`src/rtl/fetch_pkg.sv`:
```
// Shared core constants for the instruction-fetch path.
package fetch_pkg;

  localparam int unsigned XLEN       = 32;
  localparam int unsigned WORD_BYTES = 4;

  // Clear the byte-offset bits so an address points at a whole word.
  function automatic logic [XLEN-1:0] word_align(input logic [XLEN-1:0] addr);
    return addr & ~XLEN'(WORD_BYTES - 1);
  endfunction

endpackage

```
`src/rtl/fetch.sv`:
```
// Instruction fetch: issues word reads, buffers one word across decode stalls,
// and redirects on branches without losing them.
module fetch
  import fetch_pkg::*;
#(
  parameter logic [31:0] RESET_VECTOR = 32'h0000_0000
) (
  input  logic            clk,
  input  logic            reset,
  output logic            mem_req,
  output logic [XLEN-1:0] mem_addr,
  input  logic            mem_ready,
  input  logic [XLEN-1:0] mem_rdata,
  input  logic            branch,
  input  logic [XLEN-1:0] branch_address,
  input  logic            stall,
  input  logic            invalidate,
  output logic [XLEN-1:0] pc_out,
  output logic [XLEN-1:0] next_pc_out,
  output logic [XLEN-1:0] instruction_out,
  output logic            valid_out
);

  typedef enum logic [1:0] {
    START   = 2'd0,
    FETCH   = 2'd1,
    HOLD    = 2'd2,
    DISCARD = 2'd3
  } state_e;

  localparam logic [XLEN-1:0] RESET_ADDR = word_align(RESET_VECTOR);
  localparam logic [XLEN-1:0] STEP       = XLEN'(WORD_BYTES);

  state_e          state_q, state_d;
  logic            req_q, req_d;
  logic [XLEN-1:0] addr_q, addr_d;
  logic [XLEN-1:0] pc_q, pc_d;
  logic [XLEN-1:0] npc_q, npc_d;
  logic [XLEN-1:0] instr_q, instr_d;
  logic            valid_q, valid_d;
  logic [XLEN-1:0] hold_instr_q, hold_instr_d;
  logic [XLEN-1:0] hold_pc_q, hold_pc_d;
  logic [XLEN-1:0] target_q, target_d;
  logic [XLEN-1:0] branch_target;

  assign branch_target   = word_align(branch_address);
  assign mem_req         = req_q;
  assign mem_addr        = addr_q;
  assign pc_out          = pc_q;
  assign next_pc_out     = npc_q;
  assign instruction_out = instr_q;
  assign valid_out       = valid_q;

  always_comb begin
    state_d      = state_q;
    addr_d       = addr_q;
    pc_d         = pc_q;
    npc_d        = npc_q;
    instr_d      = instr_q;
    valid_d      = valid_q;
    hold_instr_d = hold_instr_q;
    hold_pc_d    = hold_pc_q;
    target_d     = target_q;

    // A redirect always kills whatever decode would have seen next.
    if (branch) begin
      target_d = branch_target;
      if (!stall) valid_d = 1'b0;
    end

    unique case (state_q)
      START: begin
        // Any mem_ready here belongs to a request abandoned by reset.
        state_d = FETCH;
        if (branch) addr_d = branch_target;
      end

      FETCH: begin
        if (branch) begin
          if (mem_ready) addr_d = branch_target;
          else           state_d = DISCARD;
        end else if (mem_ready) begin
          addr_d = addr_q + STEP;
          if (stall) begin
            hold_instr_d = mem_rdata;
            hold_pc_d    = addr_q;
            state_d      = HOLD;
          end else begin
            pc_d    = addr_q;
            npc_d   = addr_q + STEP;
            instr_d = mem_rdata;
            valid_d = !invalidate;
          end
        end else if (!stall) begin
          valid_d = 1'b0;
        end
      end

      HOLD: begin
        if (branch) begin
          addr_d  = branch_target;
          state_d = FETCH;
        end else if (!stall) begin
          pc_d    = hold_pc_q;
          npc_d   = hold_pc_q + STEP;
          instr_d = hold_instr_q;
          valid_d = !invalidate;
          state_d = FETCH;
        end
      end

      DISCARD: begin
        if (!stall) valid_d = 1'b0;
        if (mem_ready) begin
          addr_d  = branch ? branch_target : target_q;
          state_d = FETCH;
        end
      end

      default: state_d = START;
    endcase

    req_d = (state_d == FETCH) || (state_d == DISCARD);
  end

  always_ff @(posedge clk or posedge reset) begin
    if (reset) begin
      state_q      <= START;
      req_q        <= 1'b0;
      addr_q       <= RESET_ADDR;
      pc_q         <= '0;
      npc_q        <= '0;
      instr_q      <= '0;
      valid_q      <= 1'b0;
      hold_instr_q <= '0;
      hold_pc_q    <= '0;
      target_q     <= '0;
    end else begin
      state_q      <= state_d;
      req_q        <= req_d;
      addr_q       <= addr_d;
      pc_q         <= pc_d;
      npc_q        <= npc_d;
      instr_q      <= instr_d;
      valid_q      <= valid_d;
      hold_instr_q <= hold_instr_d;
      hold_pc_q    <= hold_pc_d;
      target_q     <= target_d;
    end
  end

endmodule

```
`config.mk`:
```
export PLATFORM = sky130hd
export DESIGN_NAME = fetch
export DESIGN_NICKNAME = d
export VERILOG_FILES = /design/src/rtl/fetch_pkg.sv /design/src/rtl/fetch.sv
export SDC_FILE = /design/constraint.sdc
export NUM_CORES = 1
export LEC_CHECK = 0
export ABC_AREA = 0
export BUFFER_PORTS_ARGS = -buffer_cell sky130_fd_sc_hd__buf_2
export CORE_ASPECT_RATIO = 0.9
export CORE_UTILIZATION = 55
export DETAILED_ROUTE_END_ITERATION = 8
export GPL_ROUTABILITY_DRIVEN = 1
export MAX_ROUTING_LAYER = met4
export PLACE_DENSITY_LB_ADDON = 0.3
export SYNTH_ARGS = -nofsm -noshare
export SYNTH_HDL_FRONTEND = slang
export SYNTH_SLANG_ARGS = --single-unit
export TNS_END_PERCENT = 50
```
`constraint.sdc`:
```
create_clock -name clk -period 10.6 [get_ports clk]
set_input_delay 2.12 -clock clk [delete_from_list [all_inputs] [get_ports clk]]
set_output_delay 2.12 -clock clk [all_outputs]
set_load 0.03 [all_outputs]
```
==> results.json <==
{
  "power_density_nw_per_um2": 237,
  "ir_drop_mv": 0.124,
  "setup_viol": 0,
  "ys_seq_area_frac": 0.504,
  "dpl.hpwl_um": 19700,
  "area_growth_pct": 16.7,
  "synth_edf_count": 0,
  "nets": 1380,
  "track_usage": 0.288,
  "crit_type": "input port to flip-flop",
  "hp-class": "flip-flop to flip-flop",
  "antenna_cells": 0,
  "worstSetupEndpointType": "flip-flop",
  "first_pass_iters": 7,
  "tightest_slew_ns": 1.12,
  "violations": "design-rule violations",
  "finalSetupTns_ns": 0,
  "max-cap-violations": 0,
  "start_util": 0.562,
  "num_vias": 9299,
  "ys_seq_elements": 226,
  "synthDistinctLibCells": 59,
  "via_per_inst": 5.88,
  "grt_pass1_wl_um": 46200,
  "slowest_delay_ns": 0.91,
  "syn_area_um2": 11200,
  "fin_area_um2": 13100,
  "wl_per_cell_um": 18.7,
  "cts_sinks": 226,
  "cp.arrival_ns": 5.65,
  "avgSynthCellArea_um2": 9.70,
  "slew_viol_final": 0,
  "crit_family": "simple AND/OR/NAND/NOR gates",
  "num_rows": 49,
  "fin_skew_ns": 0.00852,
  "power.total_mw": 3.10,
  "syn_nets": 1230,
  "relSlewSlack": 0.250,
  "drive_above_1_share": 0.272,
  "crit_top_cell": "buf_4",
  "place_inst": 1536,
  "max_freq_ghz": 0.191,
  "die_y_um": 138,
  "p_leak_nw": 5.83,
  "hold_viol": 0,
  "ioPinCount": 200,
  "grt-ovfl-total": 0,
  "worstPathRequired_ns": 11.01,
  "grt_start_max_net_pins": 91,
  "cts_buffer_depth": 3,
  "cp_max_fo": 51,
  "postCtsSetupRepairBufs": 0,
  "critical_path.slowest_cell": "nor2_1",
  "ant_nets": 0,
  "placed_area_um2": 12300,
  "die_x_um": 153,
  "timing.final.crit_share": 0.495,
  "worstPathCellList": "buf_2 -> buf_4 -> nand2b_1 -> nor2_1 -> and3_2 -> buf_4 -> mux2_2",
  "run_status": "finished with violations",
  "drt_iter0_drc": 762,
  "worstSetupStartpointType": "input port",
  "worstPathBufferInverterCount": 3,
  "ctsResizeCount": 0,
  "period_needed_ns": 5.24,
  "drc": 11,
  "root_buffer": "clkbuf_16",
  "synth-main-ff-cell": "dfrtp_1",
  "synth_warnings": 0,
  "grt_pass1_vias": 8434,
  "antenna_found_initial": 0,
  "synthCells": 1158,
  "clkSlewWorstSetupHoldPaths_ns": 0.06,
  "htree_levels": 1,
  "design.core.area_um2": 20000,
  "instances_no_fill": 1581,
  "routabilityCongestion": 0.887,
  "cts_hold_buffers": 0,
  "synthArstFlopShare": 1.00,
  "rsz0062_at_grt": "no",
  "wirelength_um": 29600,
  "clk-insertion-delay-late_ns": 0.53,
  "tritoncts": "yes",
  "final_core_util": 0.656,
  "port_buffers": 197,
  "cts_buffers": 25,
  "dieArea_um2": 21000
}
-- area by class of cell --
class,instances,area [µm²]
fillers,1666,6880
flip-flops and latches,226,5660
multi-input cells,823,5140
repair buffers,211,1090
clock buffers,32,682
well taps,255,319
clock inverters,13,131
inverters,21,86.3
-- path summary, 6_finish.rpt --
check                                           end  cells past startpoint  slack (ns)           start
min in group asynchronous        instruction_out[0]                      2        1.64           reset
max in group asynchronous       instruction_out[23]                      3        7.59           reset
worst max-delay path                   hold_pc_q[6]                      7        5.36          branch
worst max register to register         hold_pc_q[6]                      5        6.58      state_q[0]
worst min-delay path                 next_pc_out[4]                      2        0.47  next_pc_out[4]
worst min register to register       next_pc_out[4]                      2        0.47  next_pc_out[4]
-- sequential cells by signal, indices dropped and copies added, names as in the netlist --
name	flops
state_q	2
valid_out	1
hold_instr_q	32
target_q	32
instruction_out	32
hold_pc_q	32
mem_addr	32
next_pc_out	30
pc_out	32
mem_req	1
-- power by group --
group          leakage [nW]  internal (mW)  switching, mW
combinational          2.79          0.330          0.592
clock                 0.399          0.505          0.360
sequential             2.64           1.09          0.226
total                  5.83           1.92           1.18
-- synth_stat cells (7+ instances only) --
cell type	number	area [µm²]
a21oi_1	31	155
a31oi_1	73	457
and3_1	9	56.3
buf_2	30	150
clkbuf_1	48	180
dfrtp_1	226	5660
inv_1	21	78.8
mux2_2	88	991
mux2i_1	14	140
nand2_1	229	860
nand2b_1	7	43.8
nand3_1	31	155
nand4_1	15	93.8
nor2_1	91	342
nor2b_1	8	50.1
nor3_1	20	100
o211ai_1	8	60.1
o21ai_0	41	205
o221ai_1	7	61.3
o2bb2a_1	15	150
o2bb2ai_1	19	166
xnor2_1	29	254
xor2_1	15	131
-- worst min-delay path, cell delays in order (launching register included) --
cell,delay (ns)
dfrtp_1,0.34
nand2_1,0.04
o21ai_0,0.05
-- layer usage --
| layer | vias to the layer above | part of all wire | routed length, µm | GRT usage |
|---|---|---|---|---|
| met4 | 0 | 0.022 | 661 | 0.0797 |
| li1 | 4366 | - | - | - |
| met3 | 50 | 0.080 | 2370 | 0.0573 |
| met2 | 361 | 0.44 | 13100 | 0.407 |
| met1 | 4522 | 0.45 | 13400 | 0.419 |
| met5 | - | 0 | 0 | - |
-- layout by cell type, fill, tap and decap left out, drive strengths merged, types with 31 or more instances in the layout --
| cell | count |
|---|---|
| nor2 | 91 |
| clkbuf | 32 |
| o21ai | 41 |
| mux2 | 88 |
| a31oi | 73 |
| nand2 | 229 |
| dfrtp | 226 |
| buf | 211 |
| nand3 | 32 |
| a21oi | 31 |
-- kinds of logic (layout without fill, tap and decap cells) --
logic type | after synthesis | in the layout | share of synthesized area
compound gates | 231 | 231 | 0.140
xor+xnor | 44 | 44 | 0.0343
fa+ha+maj | 2 | 2 | 0.00223
buf+inv | 109 | 277 | 0.0410
flops | 226 | 226 | 0.504
mux | 102 | 102 | 0.101
simple gates | 444 | 444 | 0.179
-- metrics by stage --
stage | hold slack, ns | setup WS, ns
finish | 0.473 | 5.36
global route | 0.509 | 5.22
CTS | 0.479 | 5.39
detailed placement | 0.465 | 4.87
global placement | 0.460 | 4.87
floorplan | 0.448 | 2.29
Power figures use the tool's default switching activity.
